<file path="src/rtl/wisc15_pkg.sv">
// Shared WISC-15 pipeline definitions: instruction encodings, widths and the
// fetch-stage state type used by fetch, decode and hazard detect.
package wisc15_pkg;

  localparam int          INSTR_W    = 16;
  localparam int          REG_ADDR_W = 4;
  localparam logic [3:0]  OP_HLT     = 4'hF;
  localparam logic [15:0] NOP_INSTR  = 16'h0000;

  typedef enum logic [1:0] {
    FS_RUN    = 2'd0,
    FS_WAIT   = 2'd1,
    FS_HALTED = 2'd2
  } fetch_state_e;

  function automatic logic is_hlt(input logic [INSTR_W-1:0] instr);
    return instr[INSTR_W-1:INSTR_W-4] == OP_HLT;
  endfunction

endpackage

</file>
<file path="src/rtl/fetch_stage_if_id_reg.sv">
// IF/ID pipeline register: instruction, PC+1 and valid. Bubble beats hold,
// hold beats load; reset and bubble both produce an empty slot.
module if_id_reg #(
  parameter int          PC_W      = 16,
  parameter logic [15:0] NOP_INSTR = 16'h0000
) (
  input  logic                           clk,
  input  logic                           rst_n,
  input  logic                           load,
  input  logic                           hold,
  input  logic                           bubble,
  input  logic [wisc15_pkg::INSTR_W-1:0] instr_in,
  input  logic [PC_W-1:0]                pc1_in,
  output logic [wisc15_pkg::INSTR_W-1:0] instr,
  output logic [PC_W-1:0]                pc1,
  output logic                           valid
);

  logic [wisc15_pkg::INSTR_W-1:0] instr_q, instr_d;
  logic [PC_W-1:0]                pc1_q, pc1_d;
  logic                           valid_q, valid_d;

  // Register update
  always_ff @(posedge clk or negedge rst_n) begin
    if (!rst_n) begin
      instr_q <= NOP_INSTR;
      pc1_q   <= {PC_W{1'b0}};
      valid_q <= 1'b0;
    end else begin
      instr_q <= instr_d;
      pc1_q   <= pc1_d;
      valid_q <= valid_d;
    end
  end

  // Next-value select
  always_comb begin
    instr_d = instr_q;
    pc1_d   = pc1_q;
    valid_d = valid_q;
    if (bubble) begin
      instr_d = NOP_INSTR;
      pc1_d   = {PC_W{1'b0}};
      valid_d = 1'b0;
    end else if (hold) begin
      instr_d = instr_q;
      pc1_d   = pc1_q;
      valid_d = valid_q;
    end else if (load) begin
      instr_d = instr_in;
      pc1_d   = pc1_in;
      valid_d = 1'b1;
    end else begin
      instr_d = instr_q;
      pc1_d   = pc1_q;
      valid_d = valid_q;
    end
  end

  assign instr = instr_q;
  assign pc1   = pc1_q;
  assign valid = valid_q;

endmodule

</file>
<file path="src/rtl/fetch_stage.sv">
// WISC-15 IF stage: owns the PC, drives the instruction-memory read port and
// feeds the IF/ID register, honouring flush, stall, imem wait-states and HLT.
module fetch_stage #(
  parameter int             PC_W      = 16,
  parameter logic [PC_W-1:0] RESET_PC = 16'h0000,
  parameter logic [15:0]    NOP_INSTR = 16'h0000,
  parameter logic [3:0]     OP_HLT    = 4'hF
) (
  input  logic            clk,
  input  logic            rst_n,
  input  logic            stall,
  input  logic            flush,
  input  logic [PC_W-1:0] br_target,
  output logic [PC_W-1:0] imem_addr,
  output logic            imem_rd,
  input  logic [15:0]     imem_data,
  input  logic            imem_rdy,
  output logic [15:0]     if_id_instr,
  output logic [PC_W-1:0] if_id_pc1,
  output logic            if_id_valid,
  output logic            halted
);

  import wisc15_pkg::*;

  fetch_state_e    state_q, state_d;
  logic [PC_W-1:0] pc_q, pc_d;
  logic [PC_W-1:0] pc_inc_s;
  logic            ifid_load_s, ifid_hold_s, ifid_bubble_s;
  logic            data_is_hlt_s;

  assign pc_inc_s      = pc_q + {{(PC_W-1){1'b0}}, 1'b1};
  assign data_is_hlt_s = (imem_data[15:12] == OP_HLT);

  // PC and fetch-state registers
  always_ff @(posedge clk or negedge rst_n) begin
    if (!rst_n) begin
      state_q <= FS_RUN;
      pc_q    <= RESET_PC;
    end else begin
      state_q <= state_d;
      pc_q    <= pc_d;
    end
  end

  // Next-PC mux and FSM; priority is flush > stall > imem wait > advance
  always_comb begin
    state_d       = state_q;
    pc_d          = pc_q;
    ifid_load_s   = 1'b0;
    ifid_hold_s   = 1'b0;
    ifid_bubble_s = 1'b0;
    case (state_q)
      FS_RUN, FS_WAIT: begin
        if (flush) begin
          pc_d          = br_target;
          ifid_bubble_s = 1'b1;
          state_d       = FS_RUN;
        end else if (stall) begin
          ifid_hold_s = 1'b1;
        end else if (!imem_rdy) begin
          ifid_bubble_s = 1'b1;
          state_d       = FS_WAIT;
        end else begin
          ifid_load_s = 1'b1;
          // HLT freezes the PC on its own address
          if (data_is_hlt_s) begin
            state_d = FS_HALTED;
          end else begin
            pc_d    = pc_inc_s;
            state_d = FS_RUN;
          end
        end
      end
      FS_HALTED: begin
        if (flush) begin
          pc_d          = br_target;
          ifid_bubble_s = 1'b1;
          state_d       = FS_RUN;
        end else if (stall) begin
          ifid_hold_s = 1'b1;
        end else begin
          ifid_bubble_s = 1'b1;
        end
      end
      default: begin
        state_d       = FS_RUN;
        ifid_bubble_s = 1'b1;
      end
    endcase
  end

  if_id_reg #(
    .PC_W      (PC_W),
    .NOP_INSTR (NOP_INSTR)
  ) u_if_id_reg (
    .clk      (clk),
    .rst_n    (rst_n),
    .load     (ifid_load_s),
    .hold     (ifid_hold_s),
    .bubble   (ifid_bubble_s),
    .instr_in (imem_data),
    .pc1_in   (pc_inc_s),
    .instr    (if_id_instr),
    .pc1      (if_id_pc1),
    .valid    (if_id_valid)
  );

  assign imem_addr = pc_q;
  assign imem_rd   = (state_q != FS_HALTED);
  assign halted    = (state_q == FS_HALTED);

endmodule

</file>
<file path="config.mk">
export PLATFORM = sky130hd
export DESIGN_NAME = fetch_stage
export DESIGN_NICKNAME = d
export VERILOG_FILES = /design/src/rtl/wisc15_pkg.sv /design/src/rtl/fetch_stage_if_id_reg.sv /design/src/rtl/fetch_stage.sv
export SDC_FILE = /design/constraint.sdc
export NUM_CORES = 1
export LEC_CHECK = 0
export BUFFER_PORTS_ARGS = -buffer_cell sky130_fd_sc_hd__buf_2
export CORE_MARGIN = 10
export CORE_UTILIZATION = 55
export DETAILED_ROUTE_END_ITERATION = 8
export GPL_TIMING_DRIVEN = 0
export PLACE_DENSITY = 0.84
export SKIP_LAST_GASP = 1
export SLEW_MARGIN = 20
export SYNTH_ARGS = -nofsm -noshare
export SYNTH_HDL_FRONTEND = slang
export SYNTH_HIERARCHICAL = 1
export SYNTH_SLANG_ARGS = --single-unit
</file>
<file path="constraint.sdc">
create_clock -name clk -period 3.4 [get_ports clk]
set_input_delay 0.34 -clock clk [delete_from_list [all_inputs] [get_ports clk]]
set_output_delay 0.34 -clock clk [all_outputs]
set_load 0.1 [all_outputs]
</file>
After elaboration in Yosys (flattened, before gate mapping)
Cells that the tools add are included.
{ "op_classes": {"add_sub_neg": 1, "eq_ne": 9, "muxes": 34, "n_reduce_logical": 8} }
{ "ops": {"columns": ["operator", "count"], "rows": [
  ["$mux W16", 11],
  ["$pmux W16 S2", 1],
  ["$add A16 B1 Y16 const B", 1],
  ["$mux W1", 15],
  ["$mux W2", 5],
  ["$ne A3 B3 Y1 const B", 3],
  ["$reduce_and A5 Y1", 1],
  ["$eq A4 B4 Y1 const B", 1],
  ["$ne A2 B2 Y1 const B", 2],
  ["$pmux W2 S2", 1],
  ["$reduce_and A2 Y1", 2],
  ["$reduce_bool A2 Y1", 2],
  ["$reduce_or A3 Y1", 1],
  ["$eq A2 B1 Y1 const B", 1],
  ["$eq A2 B2 Y1 const B", 1],
  ["$logic_not A2 Y1", 1],
  ["$ne A2 B1 Y1 const B", 1],
  ["$pmux W1 S2", 1],
  ["$reduce_or A2 Y1", 1]
]} }
{ "word_totals": {"reg_bits": 51, "in_bits": 37, "out_inout_bits": 51, "word_cells": 57} }

Longest topological paths before layout
{ "logic_depth": {"ltp_word": 7, "ltp_mapped": 9, "mapped_depth_nobuf": 6} }

Cells and area by module
The synthesis kept the hierarchy.
{ "by_module_without_submodules": {"columns": ["module", "n_inst", "cells_per_inst", "area_per_inst_um2", "seq_area_each_um2"], "rows": [
  ["if_id_reg", 1, 147, 1701.6, 825.8],
  ["fetch_stage", 1, 152, 1307.5, 450.4]
]} }

Worst setup path before layout
OpenSTA, ideal clock, no wires.
{ "synth_timing": {"path_kind": "register to register", "startpoint": "reg pc_q[0] (netlist: imem_addr[0])", "endpoint": "reg pc_q[6] (netlist: imem_addr[6])", "setup_time_ps": 126, "arrival_ps": 2227, "required_ps": 3274, "setup_slack_ps": 1047, "stages_incl_launch_ff": 7, "n_path_buf": 1, "period_less_slack_ps": 2353, "path_cell_list": "dfrtp_1 > ha_1 > and3_1 > buf_2 > nand3_1 > xnor2_1 > a221o_1"} }
{ "synth_via": {"elab_chain_cells": 6} }
{ "synth_rtl": {"columns": ["item", "line_no", "source"], "rows": [
  ["from (decl)", "fetch_stage.sv:27", "logic [PC_W-1:0] pc_q, pc_d;"],
  ["from (signal assigned)", "fetch_stage.sv:42", "pc_q <= pc_d;"],
  ["$add A16 B1 Y16", "fetch_stage.sv:32", "assign pc_inc_s = pc_q + {{(PC_W-1){1'b0}}, 1'b1};"],
  ["via pc_inc_s[6]", "fetch_stage.sv:28", "logic [PC_W-1:0] pc_inc_s;"],
  ["$mux W16", "fetch_stage.sv:67", "if (data_is_hlt_s) begin"],
  ["$mux W16", "fetch_stage.sv:61", "end else if (!imem_rdy) begin"],
  ["$mux W16", "fetch_stage.sv:59", "end else if (stall) begin"],
  ["$mux W16", "fetch_stage.sv:55", "if (flush) begin"],
  ["$pmux W16 S2", "fetch_stage.sv:53", "case (state_q)"]
]} }
The timed path passes the listed nets, and every way through them passes these cells. The select of a mux whose other input is x is not followed.
A chain may end at the register's enable or synchronous reset.

Worst setup path in the final report
{ "layout_timing": {"startpoint": "in flush", "endpoint": "reg u_if_id_reg.instr_q (netlist bit u_if_id_reg/instr[14])"} }
{ "layout_via": {"elab_chain_cells": 4, "word_cells_on_any_way": 11, "cone_classes": "1 x eq/ne; 8 x mux; 2 x reduce/logical"} }
{ "layout_rtl": {"columns": ["item", "line_no", "source"], "rows": [
  ["from (decl)", "fetch_stage.sv:12", "input logic flush,"],
  ["$mux W1", "fetch_stage.sv:55", null],
  ["$mux W1", null, null],
  ["via ifid_hold_s", "fetch_stage.sv:29", "logic ifid_load_s, ifid_hold_s, ifid_bubble_s;"],
  ["$ne A2 B1 Y1 (no line)", null, null],
  ["$reduce_and A2 Y1 (no line)", null, null],
  ["to (signal assigned)", "fetch_stage_if_id_reg.sv:30", "instr_q <= instr_d;"],
  ["to (decl)", "fetch_stage_if_id_reg.sv:19", "logic [wisc15_pkg::INSTR_W-1:0] instr_q, instr_d;"]
]} }
The timed path passes the listed nets, and every way through them passes these cells.

==> results.json <==
{
  "grt_setup_unrepaired": "no",
  "synth_cell_type_count": 46,
  "final_cell_count_no_fill": 464,
  "avgSynthCellArea_um2": 10.06,
  "final_cell_mix": "94 x buf_2, 51 x dfrtp_1, 33 x nand2b_1",
  "floorplan.die.width_um": 93.97,
  "totalNegativeSetupSlack_ns": 0,
  "report.final.setup_viol": 0,
  "hold_viol": 0,
  "outcome": "finished, final reports clean",
  "postCtsResizedCells": 0,
  "grt_usage_pct": 18.69,
  "cellLeakagePower_nw": 1.690,
  "worstPathCellList": "buf_2, buf_4, clkinv_1, nand2_1, a21oi_1, a21oi_1, buf_6, clkbuf_1, nand4bb_1, o21ai_1",
  "num_cts_buffers": 5,
  "routedWlPerCell_um": 18.05,
  "dr_total_vias": 2726,
  "place.port_buffers": 87,
  "compound_cell_area_share_of_the_yosys_netlist_pct": 18.05,
  "floorplan.initialDensity_pct": 57.81,
  "final_layout_size_suffix_gt1_share_pct": 31.73,
  "async_flop_share_pct": 100.0,
  "critPathTopFamily": "buffers and inverters",
  "drt_via_density": 5.875,
  "gpl.final_weighted_congestion": 0.9047,
  "synth_xor_xnor_area_share_pct": 4.075,
  "core_um2": 5205,
  "top_level_ports": 88,
  "cts_tree": "yes",
  "grt_pass1_wl_um": 13540,
  "grt_start_max_net_pins": 52,
  "clock_sinks": 51,
  "clock_latency_ns": 0.31,
  "syn_inst": 299,
  "max_slew_margin_pct": 56.90,
  "final.min_clock_period_ns": 2.048,
  "crit_slowest_cell": "clkinv_1",
  "timing.critical_path.buf_inv": 5,
  "pd_cells_nw_per_um2": 485.9,
  "ant_nets": 0,
  "placementRows": 26,
  "finalClockSkew_ns": 0.009468,
  "max_freq_ghz": 0.4882,
  "post_route_total_power_mw": 1.759,
  "die_h_um": 93.97,
  "clkSlewWorstSetupHoldPaths_ns": 0.10,
  "synth_fa_ha_area_share_pct": 0.4158,
  "cts_root_buf": "clkbuf_8",
  "post-cts-setup-buffers": 0,
  "placement.setup.worst_slack_ns": 1.078,
  "synth_mux_area_share_pct": 0,
  "rrSetupSlack_ns": 1.58,
  "critical-path-top-cell-by-count": "a21oi_1",
  "dp_cells": 456,
  "drc": 0,
  "grt_antenna_before_repair": 0,
  "yosysWarnings": 6,
  "synth_top_family_by_area": "simple AND/OR/NAND/NOR gates",
  "ctsLongestPathBuffers": 2,
  "clock_tree.htree_level_count": 2,
  "synth_top_flop_cell": "dfrtp_1",
  "synthDominantCellAreaShare_pct": 42.41,
  "netlist_area_um2": 3009,
  "worstPathArrival_ns": 2.24,
  "ys_top_cells_by_area": "dfrtp_1 42%, nand4bb_1 12%, nand2b_1 6.9%",
  "number_of_nets_in_the_final_layout": 431,
  "critical_path_class": "in -> reg",
  "timing.final.max_slew_violations": 0,
  "setup_slack_ns": 1.352,
  "synth_seq_area_share_pct": 42.41,
  "min-delay-path-class": "in -> async",
  "first_global_vias": 2748,
  "drt_iter0_drc": 158,
  "layout_commonest_cell": "buf_2",
  "antenna-diode-count": 0,
  "rr_startpoint": "state_q[0]",
  "peakVddDrop_uv": 434.5,
  "number_of_flops_mapped_to_enable_cells_by_yosys": 0,
  "cap_viol_max_count": 0,
  "end_kind": "flop",
  "synthesis.nets": 337,
  "setup.worst_path.start_class": "input pin",
  "synthDominantAreaCellType": "dfrtp_1",
  "r2r.worst_path.cells": 6,
  "gr-total-overflow": 0,
  "required_ns": 3.59,
  "rr_endpoint": "u_if_id_reg/instr[14]",
  "layout_worst_path_cycle_share_pct": 60.25,
  "yosys.area_share.simple_pct": 29.23,
  "area.growth.synth_to_final_pct": 20.29,
  "synth.ff_latch_count": 51,
  "place_hpwl_um": 6317,
  "critPathMaxStageDelay_ns": 0.31,
  "drt_first_pass_iters": 4,
  "routed_wirelength_um": 8377,
  "transition_time_of_the_tightest_slew_check_pin_ns": 0.6465,
  "fp.dieArea_um2": 8829,
  "critPathMaxFanout": 10,
  "cts_hold_buf": 0
}
## worst max path at each step
stage,startpoint,endpoint,slack (ns),cells past startpoint
3_3_place_gp,flush,u_if_id_reg/instr[14],1.09,10
3_5_place_dp,flush,u_if_id_reg/pc1[10],1.08,10
5_1_grt,flush,u_if_id_reg/pc1[4],1.23,10
2_1_floorplan,imem_addr[0],imem_addr[6],1.05,6
6_report,flush,u_if_id_reg/instr[14],1.35,10
4_1_cts,flush,u_if_id_reg/pc1[10],1.39,10
## state kept, by name, summed over array words and instances (netlist names)
register,cells
imem_addr,16
u_if_id_reg/valid,1
u_if_id_reg/pc1,16
state_q,2
u_if_id_reg/instr,16
## layout make-up
class	count	area [um2]
Clock inverter	2	12.51
Tap cell	70	87.58
Fill cell	427	1585
Buffer	26	152.6
Clock buffer	6	72.57
Sequential cell	51	1276
Timing Repair Buffer	87	437.9
Inverter	6	22.52
Multi-Input combinational cell	216	1558
## logic make-up (layout without fill, tap and decap cells)
kind of cell,count (synthesis),in the layout
buf+inv,32,127
xor+xnor,14,14
fa+ha+maj,1,1
simple gates,121,121
flops,51,51
compound gates,80,80
## power breakdown
part,internal [mW],leakage (nW),total (mW),switching (mW)
registers,0.653,0.671,0.719,0.0657
logic,0.167,0.977,0.686,0.519
clock network,0.145,0.0412,0.354,0.209
## synthesized netlist by cell type, drive strengths merged (2+ instances only)
cell,instances
and3,7
clkbuf,10
nand2b,33
and4,5
nor3,4
dfrtp,51
o2bb2ai,2
nand3,10
nand4bb,32
nand4,4
a221o,2
o22ai,7
nor2,6
o21ai,38
a31oi,2
and2,2
buf,16
o221ai,2
xnor2,10
a22oi,2
a2bb2oi,7
a21oi,11
nor2b,2
xor2,4
inv,5
nand2,11
## layer usage
| layer | part of all wire [%] | up-vias | global-route usage, % |
|---|---|---|---|
| met1 | 45 | 1301 | 25.05 |
| met3 | 8.4 | 12 | 4.796 |
| met5 | 0 | - | 0 |
| met4 | 1.4 | 0 | 6.329 |
| met2 | 45 | 117 | 28.51 |
| li1 | - | 1296 | - |
## through the flow
stage	cell area, um2	hold WS [ns]	utilization (%)
after detailed placement	3535	0.4096	67.91
final	3620	0.05370	69.54
after CTS	3620	0.07592	69.54
after floorplan	3009	0.04441	-
after global placement	3532	0.4827	67.86
after global routing	3620	0.09149	69.54
Note: power is estimated with default switching activity, not from simulation.
